**src/rtl/hs_link_arbiter_pkg.sv**
```systemverilog
// Shared types and defaults for the round-robin 4-phase link arbiter.
package hs_pkg;

  localparam int NUM_SRC_DEF = 4;
  localparam int DATA_W_DEF  = 6;
  localparam int TIMEOUT_DEF = 15;

  typedef enum logic [1:0] {
    IDLE = 2'd0,
    REQ  = 2'd1,
    ACK  = 2'd2,
    REL  = 2'd3
  } state_e;

  // Modulo-n increment, used to move the round-robin pointer past the last grantee.
  function automatic int wrap_inc(input int idx, input int n);
    return (idx + 1 >= n) ? 0 : idx + 1;
  endfunction

endpackage

```
**src/rtl/hs_link_arbiter_if.sv**
```systemverilog
// Sender-side and receiver-side handshake signals of the shared link.
interface hs_link_arbiter_if #(
  parameter int NUM_SRC = 4,
  parameter int DATA_W  = 6
);

  logic [NUM_SRC-1:0]        src_req;
  logic [NUM_SRC*DATA_W-1:0] src_data;
  logic [NUM_SRC-1:0]        src_ack;
  logic                      link_req;
  logic [DATA_W-1:0]         link_data;
  logic                      link_ack;

  // master: the arbiter itself; slave: the senders and receiver around it.
  modport master (
    input  src_req, src_data, link_ack,
    output src_ack, link_req, link_data
  );

  modport slave (
    output src_req, src_data, link_ack,
    input  src_ack, link_req, link_data
  );

endinterface

```
**src/rtl/hs_link_arbiter_rr_picker.sv**
```systemverilog
// Combinational round-robin picker: first set request at or after ptr, wrapping.
module rr_picker #(
  parameter int N    = 4,
  parameter int ID_W = $clog2(N)
) (
  input  logic [N-1:0]    req,
  input  logic [ID_W-1:0] ptr,
  output logic            valid,
  output logic [ID_W-1:0] index
);

  logic [2*N-1:0] dbl;

  // Rotating the doubled vector by ptr puts the highest-priority request at bit 0.
  always_comb begin
    dbl   = {req, req} >> ptr;
    valid = |req;
    index = '0;
    for (int i = N - 1; i >= 0; i--) begin
      if (dbl[i]) index = ID_W'((int'(ptr) + i) % N);
    end
  end

endmodule

```
**src/rtl/hs_link_arbiter.sv**
```systemverilog
// Round-robin arbiter sharing one 4-phase req/ack link among NUM_SRC senders, with watchdog abort.
module hs_link_arbiter
  import hs_pkg::*;
#(
  parameter int NUM_SRC = NUM_SRC_DEF,
  parameter int DATA_W  = DATA_W_DEF,
  parameter int ID_W    = $clog2(NUM_SRC),
  parameter int TIMEOUT = TIMEOUT_DEF
) (
  input  logic                   clk,
  input  logic                   clr,
  hs_link_arbiter_if.master      bus,
  output logic [ID_W-1:0]        grant_id,
  output logic                   busy,
  output logic                   timeout_err
);

  state_e               state_q, state_d;
  logic [ID_W-1:0]      rr_ptr_q, rr_ptr_d;
  logic [7:0]           wdog_q, wdog_d;
  logic [ID_W-1:0]      grant_q, grant_d;
  logic [DATA_W-1:0]    data_q, data_d;
  logic                 link_req_q, link_req_d;
  logic [NUM_SRC-1:0]   src_ack_q, src_ack_d;
  logic                 busy_q, busy_d;
  logic                 tmo_q, tmo_d;

  logic                 pick_valid;
  logic [ID_W-1:0]      pick_idx;
  logic [NUM_SRC-1:0]   grant_mask;
  logic [ID_W-1:0]      ptr_after_grant;

  rr_picker #(.N(NUM_SRC), .ID_W(ID_W)) u_picker (
    .req   (bus.src_req),
    .ptr   (rr_ptr_q),
    .valid (pick_valid),
    .index (pick_idx)
  );

  assign grant_mask      = NUM_SRC'(1) << grant_q;
  assign ptr_after_grant = ID_W'(wrap_inc(int'(grant_q), NUM_SRC));

  // NOTE: every signal assigned here gets a default first so no latch is inferred.
  always_comb begin
    state_d    = state_q;
    rr_ptr_d   = rr_ptr_q;
    wdog_d     = wdog_q;
    grant_d    = grant_q;
    data_d     = data_q;
    link_req_d = link_req_q;
    src_ack_d  = src_ack_q;
    busy_d     = busy_q;
    tmo_d      = 1'b0;

    unique case (state_q)
      IDLE: begin
        // A receiver still holding ack from a previous transfer must release first.
        if (pick_valid && !bus.link_ack) begin
          grant_d    = pick_idx;
          data_d     = DATA_W'(bus.src_data >> (int'(pick_idx) * DATA_W));
          link_req_d = 1'b1;
          busy_d     = 1'b1;
          wdog_d     = '0;
          state_d    = REQ;
        end
      end
      REQ: begin
        wdog_d = wdog_q + 8'd1;
        if (bus.link_ack) begin
          link_req_d = 1'b0;
          src_ack_d  = grant_mask;
          state_d    = ACK;
        end else if (wdog_q == 8'(TIMEOUT - 1)) begin
          link_req_d = 1'b0;
          tmo_d      = 1'b1;
          rr_ptr_d   = ptr_after_grant;
          state_d    = REL;
        end
      end
      ACK: begin
        if (!bus.link_ack && !(|(bus.src_req & grant_mask))) begin
          src_ack_d = '0;
          rr_ptr_d  = ptr_after_grant;
          busy_d    = 1'b0;
          state_d   = IDLE;
        end
      end
      REL: begin
        if (!bus.link_ack) begin
          busy_d  = 1'b0;
          state_d = IDLE;
        end
      end
      default: state_d = IDLE;
    endcase
  end

  // NOTE: state registers use non-blocking assignments so all flops update together.
  always_ff @(posedge clk) begin
    if (clr) begin
      state_q    <= IDLE;
      rr_ptr_q   <= '0;
      wdog_q     <= '0;
      grant_q    <= '0;
      data_q     <= '0;
      link_req_q <= 1'b0;
      src_ack_q  <= '0;
      busy_q     <= 1'b0;
      tmo_q      <= 1'b0;
    end else begin
      state_q    <= state_d;
      rr_ptr_q   <= rr_ptr_d;
      wdog_q     <= wdog_d;
      grant_q    <= grant_d;
      data_q     <= data_d;
      link_req_q <= link_req_d;
      src_ack_q  <= src_ack_d;
      busy_q     <= busy_d;
      tmo_q      <= tmo_d;
    end
  end

  assign bus.link_req  = link_req_q;
  assign bus.link_data = data_q;
  assign bus.src_ack   = src_ack_q;
  assign grant_id      = grant_q;
  assign busy          = busy_q;
  assign timeout_err   = tmo_q;

endmodule

```
**src/flat_wrapper.sv**
```systemverilog
// flat-port wrapper written by rule: the top's interface ports become plain ports
module hs_link_arbiter_flat import hs_pkg::*;
#(
  parameter int NUM_SRC = NUM_SRC_DEF,
  parameter int DATA_W  = DATA_W_DEF,
  parameter int ID_W    = $clog2(NUM_SRC),
  parameter int TIMEOUT = TIMEOUT_DEF
)
  (clk, clr, grant_id, busy, timeout_err, bus_src_req, bus_src_data, bus_link_ack, bus_src_ack, bus_link_req, bus_link_data);
  hs_link_arbiter_if #(.NUM_SRC(NUM_SRC), .DATA_W(DATA_W)) bus_i ();
  input  logic clk;
  input  logic clr;
  output logic [ID_W-1:0] grant_id;
  output logic busy;
  output logic timeout_err;
  input wire logic [$bits(bus_i.src_req)-1:0] bus_src_req;
  input wire logic [$bits(bus_i.src_data)-1:0] bus_src_data;
  input wire logic [$bits(bus_i.link_ack)-1:0] bus_link_ack;
  output wire logic [$bits(bus_i.src_ack)-1:0] bus_src_ack;
  output wire logic [$bits(bus_i.link_req)-1:0] bus_link_req;
  output wire logic [$bits(bus_i.link_data)-1:0] bus_link_data;
  assign bus_i.src_req = bus_src_req;
  assign bus_i.src_data = bus_src_data;
  assign bus_i.link_ack = bus_link_ack;
  assign bus_src_ack = bus_i.src_ack;
  assign bus_link_req = bus_i.link_req;
  assign bus_link_data = bus_i.link_data;
  hs_link_arbiter #(.NUM_SRC(NUM_SRC), .DATA_W(DATA_W), .ID_W(ID_W), .TIMEOUT(TIMEOUT)) u_core (.clk(clk), .clr(clr), .bus(bus_i), .grant_id(grant_id), .busy(busy), .timeout_err(timeout_err));
endmodule
```
**config.mk**
```make
export PLATFORM = sky130hd
export DESIGN_NAME = hs_link_arbiter_flat
export DESIGN_NICKNAME = d
export VERILOG_FILES = /design/src/rtl/hs_link_arbiter_pkg.sv /design/src/rtl/hs_link_arbiter_if.sv /design/src/rtl/hs_link_arbiter_rr_picker.sv /design/src/rtl/hs_link_arbiter.sv /design/src/flat_wrapper.sv
export SDC_FILE = /design/constraint.sdc
export NUM_CORES = 1
export LEC_CHECK = 0
export CAP_MARGIN = 30
export CORE_ASPECT_RATIO = 1.25
export CORE_MARGIN = 2
export CORE_UTILIZATION = 42
export CTS_CLUSTER_DIAMETER = 50
export CTS_CLUSTER_SIZE = 14
export DETAILED_ROUTE_END_ITERATION = 16
export GPL_ROUTABILITY_DRIVEN = 0
export PLACE_DENSITY = 0.86
export SLEW_MARGIN = 20
export SYNTH_ARGS = -nofsm -noshare
export SYNTH_HDL_FRONTEND = slang
export SYNTH_SLANG_ARGS = --single-unit
export TNS_END_PERCENT = 10
```
**constraint.sdc**
```tcl
create_clock -name clk -period 1.8 [get_ports clk]
set_input_delay 0.18 -clock clk [delete_from_list [all_inputs] [get_ports clk]]
set_output_delay 0.18 -clock clk [all_outputs]
set_load 0.02 [all_outputs]
```
==> flow_summary.json, run 1 <==
{
  "outcome": "complete, no violations",
  "area_delta_synth_final_pct": 45.39,
  "via_count": 1509,
  "fin_crit_sh": 0.9537,
  "synth.avg_cell_area_um2": 8.854,
  "wl_met1_mm": 1.573,
  "clockBufferDepth": 2,
  "drt_iter0_markers": 75,
  "ys_seq_elements": 27,
  "hold_viol": 0,
  "grt-ovfl-total": 0,
  "crit_family": "simple AND/OR/NAND/NOR gates",
  "clk_pin_slew_worst_paths_ns": 0.10,
  "firstDrtPassIters": 4,
  "nets": 268,
  "synthMostInstantiatedCell": "dfxtp_1",
  "finalSetupTns_ns": 0,
  "postRouteAntennaNets": 0,
  "cts_made_buffers": 3,
  "htreeDepth": 1,
  "syn_nets": 207,
  "crit_chain": "clkdlybuf4s50_1 -> nor4_2 -> buf_4 -> nor4_1 -> nor2_1 -> a211oi_1",
  "crit_required_ns": 2.00,
  "cts_hold_buf": 0,
  "worst_pin_slew_ns": 0.7227,
  "ys_seq_area_frac": 0.3591,
  "max_stage_delay_ns": 0.58,
  "post-dp-hpwl_mm": 2.849,
  "synth.cell_area_mm2": 0.001505,
  "post_drt_wl_per_cell_um": 15.00,
  "skew_ns": 0.004673,
  "period_minus_slack_ns": 1.717,
  "crit_path_max_fanout": 6,
  "cp_data_arrival_time_ns": 1.91,
  "ys_types": 41,
  "std_cell_rows": 24,
  "fp.dieArea_mm2": 0.004082,
  "drv_cap": 0,
  "hold_path.class": "flop to flop",
  "syn_inst": 170,
  "die_x_um": 57.55,
  "filler_cell_count": 256,
  "ir_drop_mv": 0.4706,
  "criticalPathCategory": "primary input to flop",
  "synth-edff-count": 0,
  "synth_flop_cell": "dfxtp_1",
  "io_pins": 46,
  "synth_commonest_cells": "dfxtp_1, nor2_1, mux2i_1, nand2_1, a21oi_1",
  "critPathBufInv": 2,
  "slew_violations": 0,
  "yosys-top-cells-area": "dfxtp_1, mux2i_1, ha_1",
  "power_density_mw_per_mm2": 605.6,
  "grt_usage": 0.1833,
  "cts_tree": "done",
  "fmax_mhz": 582.5,
  "drive_gt1_frac": 0.1696,
  "p_leak_nw": 0.7692,
  "slowest_stage": "clkdlybuf4s50_1",
  "relSlewSlack": 0.5138,
  "initial_core_util": 0.4359,
  "insertion_delay_ns": 0.28,
  "grt_pass1_wl_mm": 6.009,
  "clock-sinks": 27,
  "finalNonFillerCells": 269,
  "wl_met3_um": 256,
  "core_area_mm2": 0.003453,
  "dp.cells": 261,
  "synth_top_area_cell": "dfxtp_1",
  "diodes": 0,
  "grt_pass1_vias": 1414,
  "cts-root-buf": "clkbuf_8",
  "vias_per_cell": 5.610,
  "grt_start_max_net_pins": 17,
  "async_flop_share": 0,
  "setup_viol": 0,
  "synth.top_cell.area_share": 0.3591,
  "yosysWarnings": 0,
  "drc": 0,
  "antenna_found_initial": 0,
  "dr.max_layer_used": "met4",
  "end_kind": "flop",
  "wl_met2_mm": 2.093,
  "die_y_um": 70.93,
  "cp-start-kind": "primary input",
  "drt-total-wl_mm": 4.036,
  "portBuffers": 45
}
[final cells by class]
type                    instances  area, um^2  area share
multi-input cells             128       919.6      0.4202
well taps                      39       48.80     0.02230
clock buffers                   3       41.29     0.01887
clock inverters                 1       7.507    0.003431
repair buffers                 65       600.6      0.2744
flip-flops and latches         27       548.0      0.2504
inverters                       6       22.52     0.01029
[where the power goes]
group | internal (mW) | total [mW] | switching [mW]
clock | 0.158 | 0.357 | 0.200
sequential | 0.620 | 0.642 | 0.0221
combinational | 0.178 | 0.326 | 0.147
total | 0.956 | 1.33 | 0.369
[worst register-to-register path: cells and delay by family, from the launching register on]
kind / cells / cell delay, ns
and+or+nand+nor: 2 / 0.12
muxes: 1 / 0.23
DFF: 1 / 0.38
AOI/OAI and AO/OA: 2 / 0.39
buffers and inverters: 2 / 0.25
adders and majority gates: 1 / 0.20
[per-layer routing]
layer	up-vias	global-route usage
met5	-	0
met4	0	0.05685
met3	11	0.03839
met2	59	0.3359
met1	692	0.2078
li1	747	-
[placed cells by master, fill, tap and decap left out, types with 4 or more instances in the layout]
cell type / count
inv_1: 5
o21ai_0: 5
ha_1: 4
nand3_1: 6
clkdlybuf4s50_1: 45
nand2_1: 12
buf_4: 20
dfxtp_1: 25
o221ai_1: 6
a22oi_1: 4
nor3_1: 4
mux2i_1: 15
nand3b_1: 6
a21oi_1: 10
nor2_1: 19
[path summary, 6_finish.rpt]
| check | from | end | slack (ns) | depth (start not counted) |
|---|---|---|---|---|
| max | bus_src_req[0] | u_core.busy$_SDFFE_PP0P_ | 0.08 | 6 |
| min | u_core.bus.link_req$_SDFFE_PP0P_ | u_core.bus.link_req$_SDFFE_PP0P_ | 0.50 | 2 |
| max reg2reg | u_core.grant_id[1]$_SDFFE_PP0P_ | u_core.rr_ptr_q[0]$_SDFFE_PP0P_ | 0.11 | 8 |
| min reg2reg | u_core.bus.link_req$_SDFFE_PP0P_ | u_core.bus.link_req$_SDFFE_PP0P_ | 0.50 | 2 |
[what timing repair did]
action                                  in CTS  in global routing
resized for setup                            0                  9
hold endpoints to repair                     0                  0
setup buffers                                0                  4
endpoints found under the setup margin       0                  2
[logic make-up after synthesis]
family / share of synthesized area
simple gates: 0.2311
fa+ha+maj: 0.04987
mux: 0.1147
xor+xnor: 0.005820
compound gates: 0.1854
buf+inv: 0.05403
flops: 0.3591
[state kept, by name (all words and copies together), names as in the netlist]
signal                flops
u_core.wdog_q             8
u_core.grant_id           2
u_core.bus.link_data      6
u_core.bus.link_req       1
u_core.state_q            2
u_core.rr_ptr_q           2
u_core.busy               1
u_core.bus.src_ack        4
u_core.timeout_err        1
[stage by stage]
step	instance area [um^2]	hold WS [ns]	total power [mW]	setup slack [ns]	utilization
after floorplan	1508	0.3797	0.8073	0.02326	-
after global placement	2068	0.4795	0.9586	-0.02979	0.5989
after detailed placement	2068	0.4926	0.9653	-0.1545	0.5989
after CTS	2117	0.5052	1.305	0.01377	0.6130
after global routing	2188	0.5382	1.379	-0.02391	0.6337
final	2188	0.5030	1.325	0.08328	0.6337
No activity file was read; power rests on OpenSTA's default activity.
==> inputs of run 2 (changes only) <==
CTS_CLUSTER_DIAMETER = 40   (was 50)
==> results of run 2 <==
Final layout, timing and power as in run 1 (identical DEF).
==> inputs of run 3 (changes only) <==
CORE_UTILIZATION = 43   (was 42)
CTS_BUF_LIST = sky130_fd_sc_hd__clkbuf_4 sky130_fd_sc_hd__clkbuf_8   (was default)
PLACE_DENSITY = 0.87   (was 0.86)
==> flow_summary.json, run 3 (synthesis gave the netlist of run 1 again) <==
{
  "post_drt_wl_per_cell_um": 15.71,
  "ir_drop_mv": 0.3793,
  "criticalPathCategory": "flop to flop",
  "setup_viol": 0,
  "worst_pin_slew_ns": 0.6300,
  "grt_start_max_net_pins": 16,
  "diodes": 0,
  "grt_pass1_wl_mm": 6.506,
  "fin_crit_sh": 0.9841,
  "p_leak_nw": 0.7770,
  "power_density_mw_per_mm2": 597.8,
  "worstHoldEndpoint": "u_core.wdog_q[7]$_SDFFE_PP0P_",
  "rsz0062_at_grt": "yes",
  "post-dp-hpwl_mm": 2.886,
  "postRouteAntennaNets": 0,
  "ff2ff_setup_slack_ns": 0.03,
  "drt-total-wl_mm": 4.209,
  "timing.hold.worst_path_depth": 2,
  "drt_iter0_markers": 61,
  "slowest_stage": "dfxtp_4",
  "p_total_mw": 1.324,
  "clkPwrFrac": 0.259,
  "internal_power_mw": 0.9576,
  "initial_core_util": 0.4397,
  "holdWs_ns": 0.5134,
  "core_area_mm2": 0.003423,
  "htreeDepth": 1,
  "hold_viol": 0,
  "min_from": "u_core.wdog_q[7]$_SDFFE_PP0P_",
  "slew_violations": 0,
  "end_kind": "flop",
  "die_y_um": 70.15,
  "cp_data_arrival_time_ns": 1.94,
  "regMostFlops": "u_core.wdog_q",
  "antenna_found_initial": 0,
  "cts_tree": "done",
  "fmax_mhz": 564.5,
  "cpMostUsedCell": "buf_4",
  "skew_ns": 0.01001,
  "cts-root-buf": "clkbuf_8",
  "vias_per_cell": 5.735,
  "die_x_um": 56.92,
  "std_cell_rows": 24,
  "drive_gt1_frac": 0.1834,
  "clockBufferDepth": 2,
  "nets": 267,
  "outcome": "complete, no violations",
  "crit_chain": "inv_2 -> ha_4 -> a222oi_1 -> buf_4 -> buf_4 -> buf_4 -> nand3_1 -> o21ai_1 -> a211oi_1",
  "r2r_end": "u_core.busy$_SDFFE_PP0P_",
  "finalNonFillerCells": 268,
  "cts_hold_buf": 0,
  "worstReg2RegStart": "u_core.grant_id[1]$_SDFFE_PP0P_",
  "clk_pin_slew_worst_paths_ns": 0.10,
  "r2r_cells": 9,
  "crit_required_ns": 1.97,
  "combPwrFrac": 0.256,
  "grt-ovfl-total": 0,
  "firstDrtPassIters": 4,
  "largest_register_ffs": 8,
  "portBuffers": 45,
  "final_util": 0.6469,
  "clock-sinks": 27,
  "hold_path.class": "flop to flop",
  "placed_area_mm2": 0.002061,
  "layout_common_cells": "clkdlybuf4s50_1, dfxtp_1, nor2_1, buf_4, mux2i_1",
  "io_pins": 46,
  "drv_cap": 0,
  "grt_usage": 0.2005,
  "grt_pass1_vias": 1492,
  "cp-start-kind": "flop",
  "insertion_delay_ns": 0.28,
  "via_count": 1537,
  "layout_commonest_cell": "clkdlybuf4s50_1",
  "filler_cell_count": 297,
  "max_stage_delay_ns": 0.40,
  "cts_made_buffers": 3,
  "p_seq_frac": 0.485,
  "fp.dieArea_mm2": 0.003993,
  "dp.cells": 260,
  "area_delta_synth_final_pct": 47.13,
  "stdcell_area_mm2": 0.002215,
  "power.share.switching": 0.2767,
  "period_minus_slack_ns": 1.771,
  "relSlewSlack": 0.5761,
  "p_switching_mw": 0.3663,
  "drc": 0,
  "crit_path_max_fanout": 5
}
==> run 3: power by group through the flow <==
stage          sequential, mW  clock (mW)  combinational (mW)
6_report                0.642       0.343               0.339
5_1_grt                 0.646       0.367               0.363
4_1_cts                 0.641       0.348               0.320
3_5_place_dp            0.656           0               0.309
3_3_place_gp            0.655           0               0.303
2_1_floorplan           0.675           0               0.132
==> run 3: cell type report <==
type | instances | area (um^2) | area share
Multi-Input combinational cell | 128 | 953.4 | 0.4305
Timing Repair Buffer | 64 | 593.1 | 0.2678
Inverter | 6 | 25.02 | 0.01130
Tap cell | 39 | 48.80 | 0.02203
Clock buffer | 3 | 41.29 | 0.01864
Sequential cell | 27 | 548.0 | 0.2475
Clock inverter | 1 | 5.005 | 0.002260
==> run 3: worst max-delay path, delay by kind of cell (launching register included) <==
kind | cells | cell delay [ns]
buffers and inverters | 4 | 0.51
AO/OA/AOI/OAI | 3 | 0.51
flip-flops | 1 | 0.40
adder cells (fa/ha/maj) | 1 | 0.17
AND/OR/NAND/NOR | 1 | 0.09
==> run 3: how the worst max path moves through the flow <==
stage                                    start                              endpoint  slack [ns]  cells past startpoint
3_3_place_gp                    bus_src_req[0]  u_core.bus.link_data[5]$_SDFFE_PP0P_       -0.05                      6
4_1_cts        u_core.grant_id[0]$_SDFFE_PP0P_       u_core.rr_ptr_q[1]$_SDFFE_PP0P_        0.03                      8
2_1_floorplan  u_core.grant_id[0]$_SDFFE_PP0P_       u_core.rr_ptr_q[0]$_SDFFE_PP0P_        0.02                      7
5_1_grt          u_core.wdog_q[4]$_SDFFE_PP0P_       u_core.rr_ptr_q[1]$_SDFFE_PP0P_       -0.06                      5
3_5_place_dp                    bus_src_req[0]  u_core.bus.link_data[4]$_SDFFE_PP0P_       -0.11                      6
6_report       u_core.grant_id[1]$_SDFFE_PP0P_              u_core.busy$_SDFFE_PP0P_        0.03                      9
==> run 3: per-layer routing <==
metal	global-route usage	vias up	part of all wire
met1	0.2225	730	0.41
met2	0.3729	54	0.51
met3	0.03889	8	0.062
li1	-	745	-
met5	0	-	0
met4	0.06460	0	0.019
==> run 3: per-stage QoR <==
step                      setup slack, ns   TNS, ns
after global placement           -0.04987   -0.2292
after detailed placement          -0.1065   -0.8270
after global routing             -0.05695  -0.08647
after floorplan                   0.02326         0
final                             0.02864         0
after CTS                         0.03337         0
==> run 3: timing repair <==
action | in CTS | in global routing
buffers inserted | 3 | 1
resized for setup | 3 | 14
pin swaps | 1 | 4
gates cloned | 0 | 0
endpoints found under the setup margin | 1 | 8
